==> config.mk <==
export PLATFORM = sky130hd
export DESIGN_NAME = stepper_axis_ctrl
export DESIGN_NICKNAME = d
export VERILOG_FILES = /design/src/rtl/stepper_pkg.sv /design/src/rtl/sync2.sv /design/src/rtl/stepper_axis_ctrl.sv
export SDC_FILE = /design/constraint.sdc
export NUM_CORES = 1
export LEC_CHECK = 0
export CORE_MARGIN = 3
export CORE_UTILIZATION = 55
export CTS_CLUSTER_SIZE = 40
export DETAILED_ROUTE_END_ITERATION = 8
export GPL_TIMING_DRIVEN = 1
export PLACE_DENSITY = 0.88
export SKIP_CTS_REPAIR_TIMING = 1
export SYNTH_ARGS = -nofsm -noshare
export SYNTH_HDL_FRONTEND = slang
export SYNTH_SLANG_ARGS = --single-unit
==> constraint.sdc <==
create_clock -name clock -period 11.9 [get_ports clock]
set_input_delay 1.19 -clock clock [delete_from_list [all_inputs] [get_ports clock]]
set_output_delay 1.19 -clock clock [all_outputs]
set_load 0.05 [all_outputs]
==> src/rtl/stepper_pkg.sv <==
// rtl/stepper_pkg.sv - shared state encoding and defaults for the stepper axis controller
package stepper_pkg;

  localparam int          POS_W_DEF    = 16;
  localparam logic [31:0] MIN_HALF_DEF = 32'd4;

  typedef enum logic [2:0] {
    ST_IDLE,
    ST_SETUP,
    ST_HIGH,
    ST_LOW,
    ST_HOME,
    ST_FAULT
  } state_t;

endpackage

==> src/rtl/sync2.sv <==
// rtl/sync2.sv - two-flop synchroniser for a raw asynchronous input, async reset to 0
module sync2 (
  input  logic clock,
  input  logic reset,
  input  logic d,
  output logic q
);

  logic meta_q, meta_d;
  logic sync_q, sync_d;

  always_comb begin
    meta_d = d;
    sync_d = meta_q;
  end

  always_ff @(posedge clock or posedge reset) begin
    if (reset) begin
      meta_q <= 1'b0;
      sync_q <= 1'b0;
    end else begin
      meta_q <= meta_d;
      sync_q <= sync_d;
    end
  end

  assign q = sync_q;

endmodule

==> src/rtl/stepper_axis_ctrl.sv <==
// rtl/stepper_axis_ctrl.sv - STEP/DIR/ENABLE sequencer with homing and absolute position tracking
module stepper_axis_ctrl
  import stepper_pkg::*;
#(
  parameter int                POS_W    = POS_W_DEF,
  parameter logic [POS_W-1:0]  MAX_POS  = 16'd2000,
  parameter logic [31:0]       MIN_HALF = MIN_HALF_DEF,
  parameter logic [15:0]       HOME_MAX = 16'd4000
) (
  input  logic             clock,
  input  logic             reset,
  input  logic             cmd_valid,
  input  logic [POS_W-1:0] cmd_target,
  input  logic [31:0]      half_period,
  input  logic             home_req,
  input  logic             limit_switch,
  output logic             step,
  output logic             dir,
  output logic             enable,
  output logic [POS_W-1:0] position,
  output logic             busy,
  output logic             homed,
  output logic             fault
);

  state_t           state_q, state_d;
  logic [31:0]      cnt_q, cnt_d;
  logic [31:0]      hp_q, hp_d;
  logic [15:0]      pulses_q, pulses_d;
  logic [POS_W-1:0] pos_q, pos_d;
  logic [POS_W-1:0] tgt_q, tgt_d;
  logic             step_q, step_d;
  logic             dir_q, dir_d;
  logic             en_q, en_d;
  logic             busy_q, busy_d;
  logic             homed_q, homed_d;
  logic             fault_q, fault_d;

  logic             lim_s;
  logic             start_home;
  logic [31:0]      hp_now;
  logic [POS_W-1:0] tgt_now;
  logic [POS_W-1:0] pos_next;

  sync2 u_lim_sync (
    .clock (clock),
    .reset (reset),
    .d     (limit_switch),
    .q     (lim_s)
  );

  assign hp_now  = (half_period < MIN_HALF) ? MIN_HALF : half_period;
  assign tgt_now = (cmd_target > MAX_POS) ? MAX_POS : cmd_target;

  always_comb begin
    state_d    = state_q;
    cnt_d      = cnt_q;
    hp_d       = hp_q;
    pulses_d   = pulses_q;
    pos_d      = pos_q;
    tgt_d      = tgt_q;
    step_d     = step_q;
    dir_d      = dir_q;
    en_d       = en_q;
    homed_d    = homed_q;
    fault_d    = fault_q;
    start_home = 1'b0;
    pos_next   = dir_q ? pos_q + POS_W'(1) : pos_q - POS_W'(1);

    if (cmd_valid && state_q != ST_FAULT && state_q != ST_HOME)
      tgt_d = tgt_now;

    case (state_q)
      ST_IDLE: begin
        step_d = 1'b0;
        en_d   = homed_q;
        if (home_req) begin
          start_home = 1'b1;
        end else if (cmd_valid && homed_q && tgt_now != pos_q) begin
          state_d = ST_SETUP;
          dir_d   = (tgt_now > pos_q);
          en_d    = 1'b1;
          hp_d    = hp_now;
          cnt_d   = hp_now - 32'd1;
        end
      end

      ST_SETUP, ST_HIGH, ST_LOW: begin
        // Running into the home switch while heading down means the position is lost; park at 0.
        if (lim_s && !dir_q) begin
          state_d = ST_IDLE;
          pos_d   = '0;
          step_d  = 1'b0;
          en_d    = homed_q;
        end else if (cnt_q != 32'd0) begin
          cnt_d = cnt_q - 32'd1;
        end else if (state_q == ST_SETUP) begin
          state_d = ST_HIGH;
          step_d  = 1'b1;
          cnt_d   = hp_q - 32'd1;
        end else if (state_q == ST_HIGH) begin
          state_d = ST_LOW;
          step_d  = 1'b0;
          cnt_d   = hp_q - 32'd1;
        end else begin
          pos_d = pos_next;
          if (pos_next == tgt_d) begin
            state_d = ST_IDLE;
            en_d    = homed_q;
          end else begin
            state_d = ST_SETUP;
            dir_d   = (tgt_d > pos_next);
            hp_d    = hp_now;
            cnt_d   = hp_now - 32'd1;
          end
        end
      end

      ST_HOME: begin
        if (lim_s) begin
          state_d = ST_IDLE;
          pos_d   = '0;
          homed_d = 1'b1;
          step_d  = 1'b0;
          en_d    = 1'b1;
        end else if (cnt_q != 32'd0) begin
          cnt_d = cnt_q - 32'd1;
        end else if (step_q) begin
          step_d = 1'b0;
          cnt_d  = hp_q - 32'd1;
        end else if (pulses_q + 16'd1 == HOME_MAX) begin
          state_d = ST_FAULT;
          step_d  = 1'b0;
          en_d    = 1'b0;
          fault_d = 1'b1;
          homed_d = 1'b0;
        end else begin
          pulses_d = pulses_q + 16'd1;
          step_d   = 1'b1;
          cnt_d    = hp_q - 32'd1;
        end
      end

      ST_FAULT: begin
        step_d  = 1'b0;
        en_d    = 1'b0;
        homed_d = 1'b0;
        if (home_req) start_home = 1'b1;
      end

      default: state_d = ST_IDLE;
    endcase

    // Homing opens with the first STEP high phase immediately.
    if (start_home) begin
      state_d  = ST_HOME;
      homed_d  = 1'b0;
      fault_d  = 1'b0;
      en_d     = 1'b1;
      dir_d    = 1'b0;
      step_d   = 1'b1;
      hp_d     = hp_now;
      cnt_d    = hp_now - 32'd1;
      pulses_d = 16'd0;
    end

    busy_d = (state_d != ST_IDLE);
  end

  always_ff @(posedge clock or posedge reset) begin
    if (reset) begin
      state_q  <= ST_IDLE;
      cnt_q    <= '0;
      hp_q     <= '0;
      pulses_q <= '0;
      pos_q    <= '0;
      tgt_q    <= '0;
      step_q   <= 1'b0;
      dir_q    <= 1'b0;
      en_q     <= 1'b0;
      busy_q   <= 1'b0;
      homed_q  <= 1'b0;
      fault_q  <= 1'b0;
    end else begin
      state_q  <= state_d;
      cnt_q    <= cnt_d;
      hp_q     <= hp_d;
      pulses_q <= pulses_d;
      pos_q    <= pos_d;
      tgt_q    <= tgt_d;
      step_q   <= step_d;
      dir_q    <= dir_d;
      en_q     <= en_d;
      busy_q   <= busy_d;
      homed_q  <= homed_d;
      fault_q  <= fault_d;
    end
  end

  assign step     = step_q;
  assign dir      = dir_q;
  assign enable   = en_q;
  assign position = pos_q;
  assign busy     = busy_q;
  assign homed    = homed_q;
  assign fault    = fault_q;

endmodule
== Word-level counts from Yosys, hierarchy flattened ==
Cells that the tools add are included.
Storage, ports and cells
  output and inout port bits: 22
  input bits: 53
  logic and storage cells: 180
  bits in registers: 123
Cells by class
  reductions and logical operators: 27
  multiplexer cells: 93
  add/sub/neg operators: 6
  equality and inequality tests: 36
  $lt $le $gt $ge: 4
Operator list (number)
  $mux W32: 21
  $mux W16: 14
  $pmux W32 S3: 1
  $sub A32 B1 Y32 const B: 3
  $pmux W32 S2: 1
  $mux W1: 39
  $ne A3 B3 Y1 const B: 13
  $add A16 B1 Y16 const B: 2
  $gt A16 B16 Y1: 2
  $lt A32 B3 Y1 const B: 1
  $pmux W16 S2: 1
  $reduce_bool A32 Y1: 1
  $mux W3: 9
  $eq A16 B12 Y1 const B: 1
  $eq A16 B16 Y1: 1
  $gt A16 B11 Y1 const B: 1
  $ne A16 B16 Y1: 1
  $ne A4 B4 Y1 const B: 4
  $reduce_and A8 Y1: 2
  $sub A16 B1 Y16 const B: 1
  $reduce_and A5 Y1: 3
  $ne A4 B3 Y1 const B: 3
  $pmux W3 S4: 1
  $ne A5 B5 Y1 const B: 2
  21 further kinds: 38

== Logic depth before layout (Yosys ltp) ==
  word-level depth: 13
  gate-level depth with buffers: 20
  depth with buffers taken out: 18

== Hierarchy ==
From an unflattened synthesis, not the netlist that was laid out.
Unflattened totals
  cell total of the unflattened synthesis: 1097
  area total of the unflattened synthesis: 9567.9 um^2
By module, submodules not included
  stepper_axis_ctrl: area an instance 9514.1 um^2, cells each 1094, times used 1
  sync2: area an instance 53.8 um^2, cells each 3, times used 1

== Worst setup path before layout ==
OpenSTA, ideal clock, no wires.
  path kind: register to register
  from: register dir_q (netlist: dir)
  to: register hp_q[10]
  cell stages (with the launch flop): 19
  required time: 11775 ps
  setup time: 125 ps
  arrival time: 4544 ps
  setup slack: 7231 ps
  buffers on the path: 2
  cells stage by stage: dfrtp_1 > inv_1 > ha_1 > nor4_1 > nand2_1 > o22ai_1 > o21ai_0 > o41ai_1 > xnor2_1 > xnor2_1 > ha_1 > and4_1 > nand3_1 > nor3_1 > nor3_1 > o21a_1 > buf_2 > buf_4 > mux2_2
On the way
  longest elaborated chain between the ends: 4
Ends and longest elaborated chain
  start, declared: RTL line stepper_axis_ctrl.sv:33  | logic dir_q, dir_d;
  start signal, assigned: RTL line stepper_axis_ctrl.sv:192  | dir_q <= dir_d;
  $mux W16 / $logic_not A1 Y1 (equally long branches): RTL line stepper_axis_ctrl.sv:68, stepper_axis_ctrl.sv:90
  $eq A16 B16 Y1 / $logic_and A1 B1 Y1 (equally long branches): RTL line stepper_axis_ctrl.sv:107, stepper_axis_ctrl.sv:90
  $ne A3 B3 Y1 (no line)
  $reduce_and A8 Y1 (no line) (*)
  end signal, assigned: RTL line stepper_axis_ctrl.sv:187  | hp_q <= hp_d;
  end, declared: RTL line stepper_axis_ctrl.sv:28  | logic [31:0] hp_q, hp_d;
Every way passes the cells marked *; elsewhere a longest branch is shown, timed or not.
A chain may end at the register's enable or synchronous reset.

== Worst setup path in the final report ==
  from: input cmd_target[0]
  to: register cnt_q[5]
On the way
  longest elaborated chain between the ends: 6
Ends and longest elaborated chain
  start, declared: RTL line stepper_axis_ctrl.sv:13  | input logic [POS_W-1:0] cmd_target,
  $gt A16 B11 Y1: RTL line stepper_axis_ctrl.sv:53  | assign tgt_now = (cmd_target > MAX_POS) ? MAX_POS : cmd_target;
  $mux W16: RTL line stepper_axis_ctrl.sv:53
  $mux W16: RTL line stepper_axis_ctrl.sv:70  | if (cmd_valid && state_q != ST_FAULT && state_q != ST_HOME)
  via tgt_d[9]: RTL line stepper_axis_ctrl.sv:31  | logic [POS_W-1:0] tgt_q, tgt_d;
  $eq A16 B16 Y1: RTL line stepper_axis_ctrl.sv:107  | if (pos_next == tgt_d) begin
  $ne A6 B6 Y1 (no line)
  $reduce_and A7 Y1 (no line)
  end signal, assigned: RTL line stepper_axis_ctrl.sv:186  | cnt_q <= cnt_d;
  end, declared: RTL line stepper_axis_ctrl.sv:27  | logic [31:0] cnt_q, cnt_d;
The timed path passes the listed nets, and every way through them passes these cells.

==> impl_results.md <==
* Final setup viols at 0
* GRT overflow at 0
* Core box area at 16,800 sq um
* Synthesized area at 9510 sq um
* Post-Route Utilization at between 60 and 70%
* Worst Slack Setup Final at 6.16 ns
* Final cycle utilization of the critical path at roughly half
* First-pass GRT wire length at about 42,000 um
* Initial antenna violation count at 0
* Flops & latches, synth at about 120
* Die area at about 19,000 sq um
* Post-synth top flop: dfrtp_1
* Post-synth top area share at 32.4%
* Layout Nets at 1,275
* CP Capture Type: flip-flop
* PortBufs at 74
* Die Y at roughly 140 um
* Final design instance area without fill at 10,900 sq um
* Netlist cell types at 73
* Final hold vios at 0
* Maximum vdd drop at 0.109 mV
* Dpl cell area at around 10,000 sq um
* Leak pwr at 0.00443 uW
* Outcome: finished clean
* Worst Path Required at ~12 ns
* N_diodes at 0
* Io pins at 75
* Initial Util at a little under three fifths
* Clk_lat worst skew at 0.44 ns
* Final min period at around 5.7 ns
* Slew HR at 17.0%
* Yosys warnings at 0
* # rows at 47
* Routed vias/inst at 6.40
* DR iter-0 viols at 976
* Commonest non-fill, non-tap cell in the layout: dfrtp_1
* Pwr Total at 946 uW
* CTS buffer count at 17
* Layout cells sized above 1 at under 10%
* Post-synthesis compound-gate area fraction at approximately 17%
* Clk sinks at 123
* Most frequent cells in the layout: dfrtp_1, nand2_1, nor2_1
* CTS root buffer: clkbuf_16
* Clk slew on worst S/H paths at 0.06 ns
* Worst Tran Pin Value at 1.25 ns
* DP Wirelength at 18,400 um
* Main combinational cell family by area after synthesis: simple AND/OR/NAND/NOR gates
* Drt first pass iters at 6
* Largest net degree at the start of global routing at 80
* Asr flop ratio synth at 100%
* Crit path DAT at 6.09 ns
* Fin. max-slew vios at 0
* Yosys top cell by area: dfrtp_1
* Synth area leaders: dfrtp_1, ha_1, mux2_2
* Post-synth EDFFs at 0
* Max Cap Violations at 0
* TritonCTS clock tree: yes
* Worst Setup Start Kind: input port
* All-layer global routing usage at 27.7%
* Total negative slack at 0 ns
* Crit Path Max Fanout at 38
* Aggregate routed wire length at 25,600 um
* Syn_area_per_cell at 8.48 sq um
* Post-Synth XOR/XNOR Area at 8.47%
* Final ANT Viol Nets at 0
* Synthesized instance count at 1,121
* RSZ-0062 raised after global routing: no
* Routability congestion estimate at 0.970
* H-Tree Level Count at 4
* # fillers at 1,346
* Chip width at 138 um
* Maximum root-to-sink buffer count at 2
* R2r setup slk at between 6 and 7 ns
* Adder-cell share of the synthesized area at between 6 and 7%
* HP Class: flip-flop to flip-flop
* Number of remaining DRC errors at 0
* Fmax at roughly 0.17 GHz
* Area grow syn2layout at 14.2%
* Post-synthesis mux area share at 6.01%
* Kind of critical path: input port to flip-flop
* Setup skew after layout at 0.00803 ns
* Pwr/cell area at 87.1 nW/um^2
* Place WS at 5.78 ns
* Synth Area in Simple Gates at 24.8%
* Vias in the first global route at 8,362
* Avg WL per Cell at 18.2 um
* Vias at 8,975
* Sequential area share after synthesis at 32.4%
stage by stage:
step,std cells,hold WS (ns)
6_report,1402,0.363
5_1_grt,1402,0.358
4_1_cts,1402,0.361
3_5_place_dp,1372,0.348
3_3_place_gp,1372,0.338
2_1_floorplan,1125,0.331
cell usage after synthesis, drive strengths merged (11+ instances only):
cell type	number
o31ai	12
o21ai	102
nor3	44
nand2b	15
or4	20
inv	38
or3	20
nor2	89
mux2	49
dfrtp	123
and2	15
nand2	103
nand4	16
o211ai	11
xnor2	50
ha	50
nor4	27
a31oi	13
xor2	42
a21oi	59
buf	21
nand3	46
clkbuf	33
registers in the layout, summed over array words and instances (netlist names), 3 cells and up:
| register | cells |
|---|---|
| state_q | 3 |
| tgt_q | 16 |
| cnt_q | 32 |
| position | 16 |
| pulses_q | 16 |
| hp_q | 32 |
kinds of logic (layout without fill, tap and decap cells):
| kind of cell | Yosys count | count (layout) |
|---|---|---|
| simple gates | 446 | 446 |
| compound gates | 264 | 264 |
| flops | 123 | 123 |
| buf+inv | 93 | 150 |
| xor+xnor | 92 | 92 |
| fa+ha+maj | 51 | 51 |
| mux | 51 | 51 |
| other cells | 1 | 5 |
where the power goes:
part | internal, uW | switching [uW] | total (uW)
registers | 419 | 0.482 | 420
logic | 24.4 | 29.5 | 53.9
clock network | 282 | 190 | 473
total | 726 | 220 | 946
cell type report:
cell class                      instances  area, sq um  area share [%]
Sequential cell                       123         3080            28.3
Clock inverter                          8         45.0           0.415
Timing Repair Buffer                   81          793            7.30
Multi-Input combinational cell        909         6040            55.6
Tap cell                              220          275            2.53
Inverter                               39          149            1.37
Clock buffer                           22          484            4.46
path summary, 6_finish.rpt:
kind / endpoint / start / cells past startpoint
worst max-delay path: cnt_q[5] / cmd_target[0] / 16
min in group asynchronous: hp_q[3] / reset / 2
worst min register to register: u_lim_sync.q / u_lim_sync.meta_q / 0
worst min-delay path: u_lim_sync.q / u_lim_sync.meta_q / 0
worst max register to register: cnt_q[5] / dir / 18
max in group asynchronous: cnt_q[8] / reset / 3
layer usage:
layer	wire length (um)	GRT usage, %	part of all wire, %	vias to the layer above
met2	11900	44.4	46	439
met5	0	0.833	0	-
met3	2020	5.59	7.9	79
li1	-	-	-	4189
met4	785	10.4	3.1	0
met1	10900	36.9	43	4268
critical path: stages:
cell             delay (ns)
clkdlybuf4s50_1        0.42
or4_1                  0.52
a21oi_1                0.18
nor3_1                 0.07
nor3_1                 0.87
nand2b_1               0.19
mux2_2                 0.33
ha_1                   0.29
and4_1                 0.22
nand3_1                0.11
nor3_1                 0.46
nand3_1                0.13
nand2_1                0.16
a31o_2                 0.62
o21ai_0                0.20
o21ai_0                0.11
Note: power is estimated with default switching activity, not from simulation.
==> edit 1: new RTL, config.mk and constraints unchanged <==
The package constant `POS_W_DEF` goes from 16 to 24.
--- a/src/rtl/stepper_pkg.sv
+++ b/src/rtl/stepper_pkg.sv
@@ -1,7 +1,7 @@
 // rtl/stepper_pkg.sv - shared state encoding and defaults for the stepper axis controller
 package stepper_pkg;
 
-  localparam int          POS_W_DEF    = 16;
+  localparam int          POS_W_DEF    = 24;
   localparam logic [31:0] MIN_HALF_DEF = 32'd4;
 
   typedef enum logic [2:0] {
Ports: changed (resized cmd_target and position); port bits go from 75 to 91. The function was not compared with the original's and may differ.
==> edit 1 against the original RTL <==
Cell area rose by 14%. Maximum frequency fell by 4.7%. Sequential cell count rose by 16. Hold slack improved by 48 ps. Global-route usage fell by 0.23 points. Routed wire length rose by 15%. Worst setup slack got worse by 280 ps. Synthesized area rose by 12%. Critical path type is now register to register.
Power is not compared: it rests on default switching activity, and its combinational part moved more than twofold at a synthesized area within 25%.
==> edit 1: results (changes against the original RTL) <==
* HP Class: register to register
* Leakage power at 4.95 nW
* WHS Path Cells at 0 (unchanged)
* GRT Overall Usage at 27.5% (-0.23 points)
* Synth area leaders: dfrtp_1 33%, ha_1 8.7%, o21ai_0 5.3%
* Pre-antenna DRT Iters at 5 (-1)
* Diodes inserted at 0 (unchanged)
* Fillers at 1538 (+14%)
* Inserted Clock Buffers at 17 (unchanged)
* Setup Skew at 12.8 ps (+4.73 ps)
* Largest net degree at the start of global routing at 80 (unchanged)
* Largest regs: cnt_q (32), hp_q (32)
* Worst slew margin at 18.0% (+1.0 points)
* Routed wire length on met2 at 13800 um (+16%)
* Layout Nets at 1465 (+15%)
* Synth top cells by count: 139 x dfrtp_1, 117 x nand2_1, 114 x o21ai_0
* Highest-delay cell along the critical path: inv_1
* Crit-path max cell delay at 700 ps (-170 ps)
* First-pass GRT wire length at 48500 um (+16%)
* Asr flop ratio synth at 100% (unchanged)
* Wl on met1 at 12500 um (+15%)
* Syn. warnings at 0 (unchanged)
* Netlist cell types at 77 (+5.5%)
* Status: finished clean
* Vias/cell at 6.40 (about the same)
* Clk Latency, worst-skew pair at 440 ps (about the same)
* Clock Tree Root: clkbuf_16
* Number of port buffers at 90 (+22%)
* Clk slew on worst S/H paths at 60 ps (about the same)
* Arr. time, crit path at 6340 ps (+250 ps)
* Vias in the first global route at 9842 (+18%)
* Placer Congestion at 0.920 (-5.2%)
* WL per Instance at 18.3 um (+0.24%)
* Seq/Total Area, Yosys at 32.6% (+0.24 points)
* Worst-path maximum fanout at 46 (+21%)
* Reg2reg path depth at 20 (+2)
* # H-tree levels at 4 (unchanged)
* Initial antenna violation count at 0 (unchanged)
* Initial DRC Count at 1298 (+33%)
* Max clock buf depth at 2 (unchanged)
* HPWL after DPL at 21200 um (+16%)
* VDD IR max at 0.000163 V
* Fraction of layout cells with a size suffix above 1 at 8.42% (-1.3 points)
* Top Metal Used: met4
* Met3 Routed Length at 2230 um (+10%)
## edit 1: cell count changes after synthesis, moves of 11 or more
cell and delta:
nand2_1 +16, inv_1 +11, ha_1 +24, dfrtp_1 +16, and2_1 +13, o21ai_0 +31
nor2_1 -13, o21ai_1 -15, a21o_1 +19, a21oi_1 +22, nand4_1 +13
## edit 1: metrics by stage
stage	setup slack, ps	hold slack [ps]	instance area, um^2	cells
after detailed placement	5990	399	11800	1570
after CTS	5950	416	12400	1602
after global routing	5330	409	12400	1602
final	5880	411	12400	1602
after global placement	6100	398	11800	1570
after floorplan	6600	331	10700	1260
## edit 1: cells by family after synthesis
group	share of synthesized area (%)
buffers and inverters	3.85
and+or+nand+nor	22.7
adders and majority gates	8.87
other	0.0351
xor gates and xnor gates	7.14
muxes	4.40
AOI/OAI and AO/OA	20.4
DFF	32.6
## edit 1: critical path, delay by kind of cell, from the launching register on
kind	cells	cell delay (ps)
simple gates	5	1510
buf+inv	2	1110
flops	1	470
compound gates	11	2030
fa+ha+maj	2	750
## edit 1: layout make-up
class	instances	area share, %
Clock inverter	14	1.58
Inverter	49	1.52
Sequential cell	139	28.0
Tap cell	260	2.62
Clock buffer	18	3.46
Multi-Input combinational cell	1024	55.0
Timing Repair Buffer	98	7.75
## edit 1: path summary, 6_finish.rpt
| path | startpoint | to | slack (ps) |
|---|---|---|---|
| min | u_lim_sync.meta_q | u_lim_sync.q | 410 |
| max reg2reg | dir | cnt_q[12] | 5880 |
| min reg2reg | u_lim_sync.meta_q | u_lim_sync.q | 410 |
| max in group asynchronous | reset | tgt_q[9] | 9330 |
| max | dir | cnt_q[12] | 5880 |
| min in group asynchronous | reset | hp_q[4] | 1260 |
## edit 1: metal layers
metal | vias to the layer above | track usage, %
met5 | - | 0
met3 | 76 | 5.53
met1 | 4890 | 36.1
li1 | 4781 | -
met2 | 499 | 45.0
met4 | 0 | 10.3
## edit 1: report_power, final
part | total (mW) | switching, mW | internal, mW
Clock | 0.572 | 0.221 | 0.351
Combinational | 1.13 | 0.676 | 0.455
Sequential | 0.777 | 0.174 | 0.604
Total | 2.48 | 1.07 | 1.41
==> edit 2: new RTL, same flow settings <==
Made on the original files. Put one more register stage on the output `position`, without a reset. The value now appears one clock later. The other outputs are not delayed to match.
--- a/src/rtl/stepper_axis_ctrl.sv
+++ b/src/rtl/stepper_axis_ctrl.sv
@@ -200,7 +200,9 @@
   assign step     = step_q;
   assign dir      = dir_q;
   assign enable   = en_q;
-  assign position = pos_q;
+  always_ff @(posedge clock) begin
+    position <= pos_q;
+  end
   assign busy     = busy_q;
   assign homed    = homed_q;
   assign fault    = fault_q;
Behaviour: same outputs for any inputs over 4 cycles, from zero or initial values and one cycle with reset high; that may be too few to reach the edited logic, so the function may still have changed.
==> edit 2 against the original RTL <==
Routed wire length up 0.84%. Sequential cell count rose by 16. Cell area grew 3.4%. Maximum frequency shrank 7.8%. Final cell count up 0.78%. Clock skew is 2.6 ps higher. Worst setup slack got worse by 490 ps. Synthesized area is 2.1% higher. Non-clock buffer count is 1 higher.
Power is not compared: it rests on default switching activity, and its combinational part moved more than twofold at a synthesized area within 25%.
==> edit 2: results (changes against the original RTL) <==
* Status: finished clean
* Setup Skew at 10.7 ps (+2.64 ps)
* CP top delay family: compound AO/OA/AOI/OAI gates
* Crit-path max cell delay at 680 ps (-190 ps)
* # setup viols final at 0 (unchanged)
* Placer Congestion at 0.957 (-1.3%)
* Routed wire length on met2 at 12600 um (+6.2%)
* Initial DRC Count at 864 (-11%)
* Netlist cell types at 77 (+5.5%)
* Max clock buf depth at 2 (unchanged)
* FF-to-FF End: cnt_q[0]
* Highest-delay cell along the critical path: a2111oi_0
* Routed wire length at 25800 um (+0.84%)
* HPWL after DPL at 18700 um (+1.6%)
* First-pass GRT wire length at 43200 um (+3.3%)
* Largest regs: cnt_q (32), hp_q (32)
* Arr. time, crit path at 6550 ps (+460 ps)
* Met3 Routed Length at 2010 um (-0.54%)
* Pre-antenna DRT Iters at 5 (-1)
* Vias/cell at 6.37 (-0.44%)
* Number of port buffers at 74 (unchanged)
* Layout Nets at 1284 (+0.71%)
* Seq/Total Area, Yosys at 35.0% (+2.6 points)
* Fraction of layout cells with a size suffix above 1 at 9.47% (-0.26 points)
* Compound-Gate Fraction of Synth Area at 17.7% (+0.46 points)
* Largest net degree at the start of global routing at 77 (-3.8%)
* Vias in the first global route at 8795 (+5.2%)
* Area share of fa/ha/maj cells after synthesis at 6.65% (-0.14 points)
* Synth area leaders: dfrtp_1 32%, ha_1 6.4%, mux2_2 5.1%
* Worst-path maximum fanout at 63 (+66%)
* Worst slew margin at 30.0% (+13 points)
* Hold Crit Start: u_lim_sync.meta_q
* GRT Overall Usage at 26.8% (-0.88 points)
* Clk Latency, worst-skew pair at 440 ps (about the same)
* Asr flop ratio synth at 88.5% (-12 points)
* Post-synthesis mux area share at 5.41% (-0.60 points)
* Predominant post-synthesis flop cell: dfrtp_1
* Reg2reg path depth at 17 (-1)
* Synth top cells by count: 123 x dfrtp_1, 109 x nand2_1, 84 x o21ai_0
* Worst r2r src: dir
* Top Metal Used: met4
* R2R Setup Slk at 5670 ps (-490 ps)
* VDD IR max at 0.000136 V
* Wl on met1 at 10500 um (-3.5%)
* Clock Tree Root: clkbuf_16
* XOR/XNOR Fraction of Synth Area at 8.38% (-0.088 points)
-- edit 2: layout make-up --
cell class	count	area, um^2
clock buffer	17	425
clock inverter	15	153
fill	1349	5710
inverter	36	138
multi-input combinational	904	6040
sequential	139	3400
tap	220	275
timing repair buffer	82	801
-- edit 2: worst max path at each step --
stage,end,from,depth (start not counted)
final,cnt_q[0],dir,17
after global routing,cnt_q[0],dir,17
after CTS,cnt_q[0],dir,17
after detailed placement,cnt_q[0],cmd_target[0],15
after global placement,cnt_q[0],cmd_target[0],15
after floorplan,hp_q[10],dir,17
-- edit 2: routing by layer --
metal  GRT usage [%]  up-vias
met5               0        -
met2            45.4      415
met1            33.8     4285
met4            10.1        0
li1                -     4244
met3            5.76       62
-- edit 2: power by group --
group	leakage (nW)	total [mW]	internal, mW	switching (mW)
clock network	0.284	0.528	0.295	0.233
logic	2.49	1.08	0.454	0.625
registers	1.67	0.779	0.604	0.175
-- edit 2: cells by family (layout without fill, tap and decap cells) --
logic type	count (synthesis)	count (layout)
fa+ha+maj	51	51
simple gates	436	436
mux	47	47
flops	139	139
xor+xnor	93	93
buf+inv	86	150
compound gates	272	272
other cells	1	5
-- edit 2: stage by stage --
step	worst slack (ps)	std cells	hold WS (ps)	instance area, um^2	util [%]
final	5670	1413	356	11200	66.3
after global routing	5210	1413	375	11200	66.3
after CTS	5760	1413	360	11200	66.3
after detailed placement	5550	1381	346	10600	62.9
after global placement	5730	1381	340	10600	62.9
after floorplan	6190	1129	331	9730	-
